==> src/rtl/pipelined_adder.sv <==
// Pipelined ripple-carry adder: STAGES register stages, each adding one CHUNK-bit
// slice of the operands and handing its carry to the next stage.
module pipelined_adder #(
  parameter int WIDTH  = 16,
  parameter int STAGES = 4
) (
  input  logic             clk,
  input  logic             rst_n,
  input  logic             in_valid,
  output logic             in_ready,
  input  logic [WIDTH-1:0] a,
  input  logic [WIDTH-1:0] b,
  input  logic             cin,
  output logic             out_valid,
  input  logic             out_ready,
  output logic [WIDTH-1:0] sum,
  output logic             cout,
  output logic             overflow
);

  localparam int CHUNK = WIDTH / STAGES;

  // Handshake: a beat transfers on a rising edge where valid & ready are both 1;
  // a producer holding valid keeps its data stable until that edge. in_ready is
  // combinational from out_ready so a full pipeline can accept and retire together.

  logic [STAGES-1:0] r_v;
  logic [STAGES-1:0] r_c;
  logic [WIDTH-1:0]  r_a   [STAGES];
  logic [WIDTH-1:0]  r_b   [STAGES];
  logic [WIDTH-1:0]  r_sum [STAGES];
  logic              r_cmsb;

  logic [STAGES-1:0] w_load;
  logic [STAGES-1:0] w_v_src;
  logic [STAGES-1:0] w_c_nxt;
  logic [WIDTH-1:0]  w_a_nxt   [STAGES];
  logic [WIDTH-1:0]  w_b_nxt   [STAGES];
  logic [WIDTH-1:0]  w_sum_nxt [STAGES];
  logic              w_cmsb_nxt;

  // load[i] = !v[i] | adv[i] with adv[i] = v[i] & load[i+1], which reduces to !v[i] | load[i+1].
  always_comb begin : advance
    logic downstream_load;
    w_load          = '0;
    downstream_load = out_ready;
    for (int i = STAGES - 1; i >= 0; i--) begin
      w_load[i]       = !r_v[i] | downstream_load;
      downstream_load = w_load[i];
    end
  end

  // Operands travel pre-shifted so the chunk a stage needs is always at the LSBs.
  always_comb begin : datapath
    logic [WIDTH-1:0] src_a;
    logic [WIDTH-1:0] src_b;
    logic [WIDTH-1:0] src_sum;
    logic             src_c;
    logic [CHUNK:0]   part;
    int               prev;
    w_v_src    = '0;
    w_c_nxt    = '0;
    w_cmsb_nxt = 1'b0;
    for (int i = 0; i < STAGES; i++) begin
      prev = (i > 0) ? i - 1 : 0;
      if (i == 0) begin
        src_a      = a;
        src_b      = b;
        src_sum    = '0;
        src_c      = cin;
        w_v_src[i] = in_valid;
      end else begin
        src_a      = r_a[prev];
        src_b      = r_b[prev];
        src_sum    = r_sum[prev];
        src_c      = r_c[prev];
        w_v_src[i] = r_v[prev];
      end
      part = {1'b0, src_a[CHUNK-1:0]} + {1'b0, src_b[CHUNK-1:0]} + {{CHUNK{1'b0}}, src_c};
      w_sum_nxt[i] = src_sum | (WIDTH'(part[CHUNK-1:0]) << (CHUNK * i));
      w_a_nxt[i]   = src_a >> CHUNK;
      w_b_nxt[i]   = src_b >> CHUNK;
      w_c_nxt[i]   = part[CHUNK];
      // Carry into the MSB recovered from the MSB's own sum bit.
      if (i == STAGES - 1)
        w_cmsb_nxt = src_a[CHUNK-1] ^ src_b[CHUNK-1] ^ part[CHUNK-1];
    end
  end

  always_ff @(posedge clk or negedge rst_n) begin
    if (!rst_n) begin
      r_v    <= '0;
      r_c    <= '0;
      r_cmsb <= 1'b0;
      for (int i = 0; i < STAGES; i++) begin
        r_a[i]   <= '0;
        r_b[i]   <= '0;
        r_sum[i] <= '0;
      end
    end else begin
      for (int i = 0; i < STAGES; i++) begin
        if (w_load[i]) begin
          r_v[i] <= w_v_src[i];
          // Data registers only move with a real beat, so an empty stage keeps its last value.
          if (w_v_src[i]) begin
            r_a[i]   <= w_a_nxt[i];
            r_b[i]   <= w_b_nxt[i];
            r_sum[i] <= w_sum_nxt[i];
            r_c[i]   <= w_c_nxt[i];
            if (i == STAGES - 1)
              r_cmsb <= w_cmsb_nxt;
          end
        end
      end
    end
  end

  assign in_ready  = w_load[0];
  assign out_valid = r_v[STAGES-1];
  assign sum       = r_sum[STAGES-1];
  assign cout      = r_c[STAGES-1];
  assign overflow  = r_cmsb ^ r_c[STAGES-1];

endmodule

==> config.mk <==
export PLATFORM = sky130hd
export DESIGN_NAME = pipelined_adder
export DESIGN_NICKNAME = d
export VERILOG_FILES = /design/src/rtl/pipelined_adder.sv
export SDC_FILE = /design/constraint.sdc
export NUM_CORES = 1
export LEC_CHECK = 0
export BUFFER_PORTS_ARGS = -buffer_cell sky130_fd_sc_hd__buf_2
export CORE_MARGIN = 3
export CORE_UTILIZATION = 52
export DETAILED_ROUTE_END_ITERATION = 10
export GPL_ROUTABILITY_DRIVEN = 0
export PLACE_DENSITY = 0.76
export RECOVER_POWER = 50
export SYNTH_ARGS = -nofsm -noshare
export SYNTH_HDL_FRONTEND = slang
export SYNTH_SLANG_ARGS = --single-unit
==> constraint.sdc <==
create_clock -name clk -period 1.75 [get_ports clk]
set_input_delay 0.35 -clock clk [delete_from_list [all_inputs] [get_ports clk]]
set_output_delay 0.35 -clock clk [all_outputs]
set_load 0.01 [all_outputs]
---- Yosys cells after proc, flatten, opt, wreduce, memory -nomap -nowiden ----
Index checks and enable logic that the tools add are counted.
word-level totals
  input bits .............................. 37
  flip-flop bits (word level) ............. 109
  logic and storage cells ................. 45
  output and inout port bits .............. 20
operators by class
  add/sub/neg operators ................... 8
  reduce and logical (&&, ||, !) cells .... 8
  bitwise logic cells ..................... 10
operators with widths
  operator                                        number
  4-bit by 4-bit adder with 5-bit output          4
  5-bit by 1-bit adder with 5-bit output          4
  16-bit by 12-bit bitwise OR with 16-bit output  1
  16-bit bitwise OR                               1
  4-bit by 8-bit bitwise OR with 8-bit output     1
  2-bit AND reduction                             4
  1-bit logical NOT                               4
  1-bit bitwise OR                                4
  1-bit XOR                                       3

---- Longest topological paths before layout ----
  depth in word-level cells ............... 6
  depth in mapped cells ................... 7
  gate-level depth less buffers ........... 7

---- Least setup slack after synthesis ----
No wires, ideal clock.
  kind .................................... register -> register
  start point ............................. reg r_c[2]
  end point ............................... reg r_c[3]
  arrival ................................. 1.592 ns
  slack ................................... 0.030 ns
  library setup time ...................... 0.128 ns
  period minus slack after synthesis ...... 1.720 ns
  required time ........................... 1.622 ns
  buffers on the path ..................... 0
  cell stages (with the launch flop) ...... 6
  path through ............................ dfrtp_1 -> fa_1 -> fa_1 -> a21o_1 -> a21oi_1 -> o21ai_0
between the ends
  longest elaborated chain between the ends .. 1
RTL lines
  element                                 line  RTL
  start: declaration                      28    logic [STAGES-1:0] r_c;
  start signal: indexed assignment        109   r_c[i] <= w_c_nxt[i];
  5-bit by 1-bit adder with 5-bit output  79    part = {1'b0, src_a[CHUNK-1:0]} + {1'b0, src_b[CHUNK-1:0]} + {{CHUNK{1'b0}}, src_c};
Every way passes these cells.
A chain may end at the register's enable or synchronous reset.

---- Worst setup path in the final report ----
  start point ............................. reg r_c[0]
  end point ............................... reg r_c[1]
The elaborated chain is that of the path after synthesis.

==> results.sh <==
export IMPL_track_usage=0.167
export IMPL_r2r_slack_ns=0.07
export IMPL_cp_slowest_cell="dfrtp_1"
export IMPL_power_density_mw_per_mm2=1500
export IMPL_drcViolationCount=0
export IMPL_path_class="flip-flop to flip-flop"
export IMPL_antenna_cells=0
export IMPL_drt_pass1_iter_count=4
export IMPL_worstMarginPinSlew_ns=0.646
export IMPL_end_kind="flip-flop"
export IMPL_cts_buffers_inserted=9
export IMPL_report_final_slew_viol_count=0
export IMPL_rsz0062_at_grt="no"
export IMPL_core_rowCount=32
export IMPL_peakVddDrop_uv=554
export IMPL_outcome="finished, final reports clean"
export IMPL_cts_tree="built"
export IMPL_stdcell_area_mm2=0.00488
export IMPL_min_period_over_period=0.960
export IMPL_dpl_cell_area_mm2=0.00461
export IMPL_clk_pin_slew_ns=0.10
export IMPL_finalHoldViolCount=0
export IMPL_ys_seq_area_frac=0.570
export IMPL_syn_to_final_growth_pct=14.6
export IMPL_hold_class="input port to flip-flop"
export IMPL_num_io_pins=57
export IMPL_crit_chain="fa_2 > fa_2 > a21o_1 > a21oi_1 > o21ai_0"
export IMPL_cpMostUsedCell="fa_2"
export IMPL_synth_cell_types=20
export IMPL_nFillCells=634
export IMPL_critPathLaunchType="flip-flop"
export IMPL_layout_drive_gt1_share=0.476
export IMPL_critPathMaxFanout=2
export IMPL_antenna_found_initial=0
export IMPL_synth_area_leaders="dfrtp_1, mux2_2, fa_1, ha_1, buf_4"
export IMPL_clock_sinks=97
export IMPL_die_h_um=96.5
export IMPL_skew_ns=0.0103
export IMPL_synth_warning_count=0
export IMPL_via_per_inst=5.14
export IMPL_finalSetupTns_ns=0
export IMPL_worstHoldStart="b[8]"
export IMPL_wl_per_cell_um=15.1
export IMPL_cp_top_family="adder cells"
export IMPL_synth_seq_cells=97
export IMPL_regArea_mm2=0.00243
export IMPL_grt_max_degree=42
export IMPL_clock_fmax_mhz=596
export IMPL_die_area_mm2=0.00931
export IMPL_overflow=0
export IMPL_cpPeakStageDelay_ns=0.41
export IMPL_min_period_ns=1.68
export IMPL_multiInputGateArea_mm2=0.00162
export IMPL_clockRootBuffer="clkbuf_8"
export IMPL_wirelength_um=6960
export IMPL_port_buffers=56
export IMPL_syn_inst=296
export IMPL_vias=2369
export IMPL_synth_area_per_cell_um2=14.4
export IMPL_hold_end="r_b[52]$_DFFE_PN0P_"
export IMPL_r2r_cells=5
export IMPL_path_buf_inv=0
export IMPL_grt_pass1_vias=2392
export IMPL_synth_nets=353
export IMPL_ant_nets=0
export IMPL_crit_arrival_ns=1.91
export IMPL_critical_path_required_ns=1.98
export IMPL_slew_headroom=0.570
export IMPL_initial_core_util=0.543
export IMPL_hold_depth=2
export IMPL_p_leak_nw=2.28
export IMPL_timing_rr_start="r_c[0]$_DFFE_PN0P_"
export IMPL_grt_pass1_wl_um=11500
export IMPL_core_mm2=0.00785
export IMPL_synth_area_mm2=0.00426
export IMPL_reg2reg_to="r_c[1]$_DFFE_PN0P_"
export IMPL_yosysTopAreaCellShare=0.570
export IMPL_fin_nets=411
export IMPL_finalSetupViolCount=0
export IMPL_die_w_um=96.5
export IMPL_clk_path_buf_depth=2
export IMPL_yosysTopAreaCell="dfrtp_1"
export IMPL_cts_max_level=3
export IMPL_clk_latency_ns=0.35
export IMPL_cap_violations=0
export IMPL_drt_iter0_markers=82
export IMPL_hpwl_um=4980
[report_power, final]
group	internal, mW	total (mW)	switching [mW]
combinational	1.22	2.18	0.959
clock	0.949	1.69	0.745
sequential	2.99	3.45	0.456
[logic make-up after synthesis]
logic type / after synthesis / synth area share
compound gates: 32 / 0.0450
fa+ha+maj: 20 / 0.0729
flops: 97 / 0.570
mux: 78 / 0.206
simple gates: 26 / 0.0326
buf+inv: 34 / 0.0547
xor+xnor: 9 / 0.0185
[cell type report]
cell class                      count  area share
Sequential cell                    97       0.497
Multi-Input combinational cell    165       0.331
Timing Repair Buffer               72      0.0890
Tap cell                          102      0.0262
Clock buffer                        9      0.0254
Clock inverter                      7      0.0238
Inverter                            9     0.00692
[sequential cells by signal, indices dropped and copies added (netlist names)]
name and count:
datapath.src_a 4, datapath.src_b 4, datapath.src_sum 12, r_a 20, r_b 20, r_c 4
r_cmsb 1, r_sum 12, r_v 4, sum 16
[repair_timing]
| action | CTS | global route |
|---|---|---|
| endpoints found under the hold margin | 29 | 0 |
| setup buffers | 3 | 1 |
| resized for setup | 2 | 5 |
| pin swaps | 0 | 1 |
| setup endpoints to repair | 4 | 6 |
| hold buffers | 1 | 0 |
[cells in the mapped netlist]
master and count:
mux2_2 78, a21oi_1 8, buf_6 5, inv_1 9
nand4b_4 1, ha_1 12, o21ai_4 1, nand2_2 2
nand2_1 17, fa_1 8, nand3b_1 1, dfrtp_1 97
buf_2 3, a21o_1 8, xnor2_1 2, nand2b_1 4
or2_2 1, o21ai_0 15, xor2_1 7, buf_4 17
[layer usage]
metal	wire length, um	GRT usage	share of wire	vias up
met3	254	0.0395	0.036	6
met4	82	0.0561	0.012	0
met2	3620	0.271	0.52	41
met5	0	0	0	-
met1	3000	0.221	0.43	1194
li1	-	-	-	1128
[how the worst max path moves through the flow]
stage / startpoint / end / slack, ns / depth (start not counted)
final: r_c[0]$_DFFE_PN0P_ / r_c[1]$_DFFE_PN0P_ / 0.07 / 5
after global routing: r_v[2]$_DFFE_PN0P_ / in_ready / 0.003 / 3
after CTS: r_v[2]$_DFFE_PN0P_ / in_ready / 0.003 / 3
after detailed placement: r_c[2]$_DFFE_PN0P_ / r_c[3]$_DFFE_PN0P_ / -0.05 / 5
after global placement: r_c[0]$_DFFE_PN0P_ / r_c[1]$_DFFE_PN0P_ / -0.007 / 5
after floorplan: r_c[2]$_DFFE_PN0P_ / r_c[3]$_DFFE_PN0P_ / 0.03 / 5
[layout by cell type (no fill, tap or decap), types with 2 or more instances in the layout]
cell type   n
nand2_1    17
dfrtp_1    97
a21oi_1     7
buf_2      50
buf_12      3
fa_1        3
inv_1       9
nand2_2     2
mux2_2     78
clkbuf_1    5
o21ai_0    15
buf_4      11
ha_1       12
clkinv_2    2
xnor2_1     2
a21o_1      8
clkbuf_8    9
xor2_1      7
fa_2        5
bufinv_16   3
nand2b_1    4
[through the flow]
step | hold slack, ns | cells | setup slack, ns | utilization | power [mW]
after floorplan | 0.0544 | 296 | 0.0304 | - | 5.11
after global placement | 0.312 | 440 | -0.00738 | 0.588 | 5.51
after detailed placement | 0.316 | 440 | -0.0520 | 0.588 | 5.66
after CTS | 0.200 | 460 | 0.00348 | 0.623 | 7.40
after global routing | 0.202 | 461 | 0.00265 | 0.622 | 7.82
final | 0.217 | 461 | 0.0707 | 0.622 | 7.32
(Power assumes the default switching activity.)
